**src/rtl/shift_add_mult.sv**
```systemverilog
// Sequential shift/add multiplier: WIDTH x WIDTH -> 2*WIDTH, signed or unsigned per request,
// valid/ready on both sides, optional early exit once the remaining multiplier bits are zero.
module shift_add_mult #(
  parameter int WIDTH      = 8,
  parameter bit EARLY_EXIT = 1'b1
) (
  input  logic               i_clk,
  input  logic               i_rst,
  input  logic [WIDTH-1:0]   i_a,
  input  logic [WIDTH-1:0]   i_b,
  input  logic               i_signed,
  input  logic               i_valid,
  output logic               o_ready,
  output logic [2*WIDTH-1:0] o_product,
  output logic               o_valid,
  input  logic               i_ready
);

  localparam int CNT_W = (WIDTH > 2) ? $clog2(WIDTH) : 1;

  typedef enum logic [1:0] {
    IDLE = 2'd0,
    RUN  = 2'd1,
    DONE = 2'd2
  } state_t;

  state_t               state_q,   state_d;
  logic [2*WIDTH-1:0]   mcand_q,   mcand_d;
  logic [WIDTH-1:0]     mplier_q,  mplier_d;
  logic [2*WIDTH-1:0]   acc_q,     acc_d;
  logic [CNT_W-1:0]     cnt_q,     cnt_d;
  logic                 neg_q,     neg_d;
  logic [2*WIDTH-1:0]   product_q, product_d;
  logic                 valid_q,   valid_d;

  logic [2*WIDTH-1:0]   acc_sum;
  logic [WIDTH-1:0]     mplier_nxt;
  logic                 last_iter;

  // Magnitude as a WIDTH-bit unsigned value; the most-negative input maps to 2^(WIDTH-1).
  function automatic logic [WIDTH-1:0] magnitude(input logic [WIDTH-1:0] v, input logic sgn);
    return (sgn && v[WIDTH-1]) ? (~v + WIDTH'(1)) : v;
  endfunction

  always_comb begin
    // NOTE: every signal gets a default before the case so no path leaves it unassigned (no latches).
    state_d    = state_q;
    mcand_d    = mcand_q;
    mplier_d   = mplier_q;
    acc_d      = acc_q;
    cnt_d      = cnt_q;
    neg_d      = neg_q;
    product_d  = product_q;
    valid_d    = valid_q;

    acc_sum    = mplier_q[0] ? (acc_q + mcand_q) : acc_q;
    mplier_nxt = mplier_q >> 1;
    last_iter  = (cnt_q == CNT_W'(WIDTH - 1)) || (EARLY_EXIT && (mplier_nxt == '0));

    unique case (state_q)
      IDLE: begin
        if (i_valid) begin
          state_d  = RUN;
          mcand_d  = {{WIDTH{1'b0}}, magnitude(i_a, i_signed)};
          mplier_d = magnitude(i_b, i_signed);
          neg_d    = i_signed && (i_a[WIDTH-1] ^ i_b[WIDTH-1]);
          acc_d    = '0;
          cnt_d    = '0;
        end
      end
      RUN: begin
        acc_d    = acc_sum;
        mcand_d  = mcand_q << 1;
        mplier_d = mplier_nxt;
        cnt_d    = cnt_q + CNT_W'(1);
        if (last_iter) begin
          state_d   = DONE;
          valid_d   = 1'b1;
          product_d = neg_q ? -acc_sum : acc_sum;
        end
      end
      DONE: begin
        if (i_ready) begin
          state_d = IDLE;
          valid_d = 1'b0;
        end
      end
      default: state_d = IDLE;
    endcase
  end

  always_ff @(posedge i_clk) begin
    // NOTE: non-blocking assignments so every flop samples its pre-edge _d value.
    if (i_rst) begin
      // NOTE: datapath registers are reset too, so a reset mid-operation leaves no stale product.
      state_q   <= IDLE;
      mcand_q   <= '0;
      mplier_q  <= '0;
      acc_q     <= '0;
      cnt_q     <= '0;
      neg_q     <= 1'b0;
      product_q <= '0;
      valid_q   <= 1'b0;
    end else begin
      state_q   <= state_d;
      mcand_q   <= mcand_d;
      mplier_q  <= mplier_d;
      acc_q     <= acc_d;
      cnt_q     <= cnt_d;
      neg_q     <= neg_d;
      product_q <= product_d;
      valid_q   <= valid_d;
    end
  end

  // Ready drops combinationally while reset is asserted.
  assign o_ready   = (state_q == IDLE) && !i_rst;
  assign o_product = product_q;
  assign o_valid   = valid_q;

endmodule

```
**config.mk**
```make
export PLATFORM = sky130hd
export DESIGN_NAME = shift_add_mult
export DESIGN_NICKNAME = d
export VERILOG_FILES = /design/src/rtl/shift_add_mult.sv
export SDC_FILE = /design/constraint.sdc
export NUM_CORES = 1
export LEC_CHECK = 0
export BUFFER_PORTS_ARGS = -buffer_cell sky130_fd_sc_hd__buf_2
export CORE_MARGIN = 3
export CORE_UTILIZATION = 45
export DETAILED_ROUTE_END_ITERATION = 12
export PLACE_DENSITY = 0.73
export SLEW_MARGIN = 30
export SYNTH_ARGS = -nofsm -noshare
export SYNTH_HDL_FRONTEND = slang
export SYNTH_SLANG_ARGS = --single-unit
```
**constraint.sdc**
```tcl
create_clock -name i_clk -period 3.4 [get_ports i_clk]
set_input_delay 0.34 -clock i_clk [delete_from_list [all_inputs] [get_ports i_clk]]
set_output_delay 0.34 -clock i_clk [all_outputs]
set_load 0.05 [all_outputs]
```
==> reports/qor.txt <==
Initial Util: 47.9%
die extent in y: 101 um
ant diodes: 0
Mapped Area: 4050 um^2
CTS tree: built
largest area contributor in the netlist: dfxtp_1
Setup Fix Bufs, Post-CTS: 0
Max-Cap Viols: 0
cell with the most instances after synthesis: nand2_1
Finished Layout Cells: 669
Seq cells post-synth: 63
initial DRC count: 165
Yosys top cell area share: 31.1%
CP arrival: 3.51 ns
I/O Pins: 39
CP Launch Type: flop
clk_skew: 0.0109 ns
Yosys Warn Count: 0
main flop type after synthesis: dfxtp_1
Hold WC Path Type: in -> reg
Setup TNS: 0 ns
filler cell count: 800
Synth Area in Compound Gates: 26.1%
later-pin clock latency in the skew report: 0.36 ns
min-delay src: i_a[0]
Die X: 101 um
worst path required time: 3.68 ns
initial antenna violation count: 0
# port buffers: 38
reg2reg start: mcand_q[0]
Slew Viols, Final: 0
full die area: 10200 um^2
Root Buffer: clkbuf_8
relative slew slack: 49.4%
final wirelength: 10.1 mm
gr usage total: 20.6%
Post-Syn Nets: 571
TritonRoute pass-1 iters: 4
Area contributors post-synth: dfxtp_1 (31%), a21oi_1 (8.2%), nand2_1 (7.4%)
worst-path maximum fanout: 4
status: completed
Peak VDD IR: 0.204 mV
# DRC: 0
# nets final: 601
Register Area: 1260 um^2
Power Density: 406 nW/um^2
Core ar.: 8460 um^2
area delta synth->final: 12.3%
vias in the first global route: 3838
H-tree Lvls: 3
Pleak: 1.79 nW
antenna viol nets, final: 0
wire length per cell: 15.0 um
multiplexer share of the synthesized area: 2.32%
CTS Buf Count: 9
syn avg cell area: 7.66 um^2
Via Count: 3972
cells after synthesis: 529
Final min period: 3.22 ns
number of synthesized flops with an enable pin: 0
Max Fclk: 0.310 GHz
Netlist cell types: 64
grt total ovfl: 0
dpl hpwl: 7.10 mm
sequential area share after synthesis: 31.1%
adder-cell share of the synthesized area: 6.67%
RSZ-0062 raised after global routing: no
fraction of layout cells with a size suffix above 1: 15.2%
commonest cells in the netlist: nand2_1 (80), a21oi_1 (66), dfxtp_1 (63), nor2_1 (47), nand3_1 (28)
RD Place Congestion: 0.913
final worst path period share: 94.7%
CP startpoint: mcand_q[0]
row count: 33
Hold Violations, Final: 0
drt via density: 5.94
clock sink total: 63
first-pass GRT wire length: 17.1 mm
FFs w/ async S/R, synth: 0%
Worst-path clk slew: 0.08 ns
clock buffer depth: 2
Synth Area in Simple Gates: 23.6%
area of the multi-input gates: 2630 um^2
XOR/XNOR Fraction of Synth Area: 5.40%
crit path capture type: flop
final setup vio count: 0
largest net degree at the start of global routing: 37
Worst-Margin Slew: 0.740 ns
Cell Count Post-Placement: 653
main combinational cell family by area after synthesis: compound AO/OA/AOI/OAI gates
critical path class: reg -> reg
cell usage in the layout (no fill, tap or decap), types with 3 or more instances in the layout:
master    instances
a211oi_1          8
a21oi_1          66
a221oi_1          5
a22oi_1          11
a31oi_1           9
and3_1            3
buf_2            38
buf_4            12
clkbuf_8          9
dfxtp_1          63
ha_1             20
inv_1            13
mux2_2            3
mux2i_1           6
nand2_1          80
nand2b_1          5
nand3_1          28
nand4_1           5
nor2_1           46
nor2b_1           4
nor3_1           12
o211ai_1          7
o21ai_0          17
o41ai_1           4
or3_1             6
xnor2_1          13
xor2_1           12
final timing paths:
kind	cells after the start	slack (ns)	end
max	11	0.18	o_product[14]
min	3	0.25	mcand_q[0]
max reg2reg	11	0.18	o_product[14]
min reg2reg	2	0.45	o_product[10]
report_power, final:
part / switching (mW) / total [mW] / internal [mW] / leakage, nW
Combinational: 0.263 / 0.383 / 0.120 / 1.18
Sequential: 0.0311 / 0.802 / 0.771 / 0.511
Clock: 0.324 / 0.663 / 0.339 / 0.0956
cell families after synthesis:
group / after synthesis
AND/OR/NAND/NOR: 207
buffers and inverters: 45
XOR/XNOR: 25
flip-flops: 63
adder cells (fa/ha/maj): 21
multiplexers: 9
AO/OA/AOI/OAI: 159
final cells by class:
type	instances	area share, %
clock inverters	7	1.59
repair buffers	50	6.16
clock buffers	9	2.72
flip-flops and latches	63	27.7
well taps	105	2.89
inverters	14	1.15
multi-input cells	421	57.8
sequential cells by signal (all words and copies together) (netlist names):
name,flops
o_valid,1
acc_q,16
state_q,2
cnt_q,3
mplier_q,8
o_product,16
neg_q,1
mcand_q,16
repair_timing:
item | CTS | global route
gates resized for setup | 0 | 5
setup endpoints to repair | 0 | 4
hold buffers | 0 | 0
worst max-delay path, cell delays in order, from the launching register on:
cell	delay, ns
dfxtp_1	0.33
ha_1	0.25
fa_2	0.41
a211oi_4	0.28
o211ai_1	0.17
and2_1	0.21
a221oi_2	0.28
o211ai_1	0.20
or4_1	0.60
o31ai_4	0.22
nand3_1	0.11
o211ai_1	0.09
metal layers:
metal  wire length, um  track usage (%)
met5                 0                0
met1              4380             24.5
met4               178             7.16
met3               588             5.05
met2              4910             36.0
metrics by stage:
stage	worst slack, ns	hold WS [ns]	power (mW)	area (um^2)	utilization, %
5_1_grt	0.0246	0.261	1.93	4550	53.8
3_5_place_dp	0.0473	0.441	1.20	4330	51.1
3_3_place_gp	0.200	0.438	1.19	4320	51.1
4_1_cts	0.00475	0.242	1.85	4520	53.4
6_report	0.179	0.253	1.85	4550	53.8
2_1_floorplan	0.392	0.445	1.10	4050	-
Note: power is estimated with default switching activity, not from simulation.
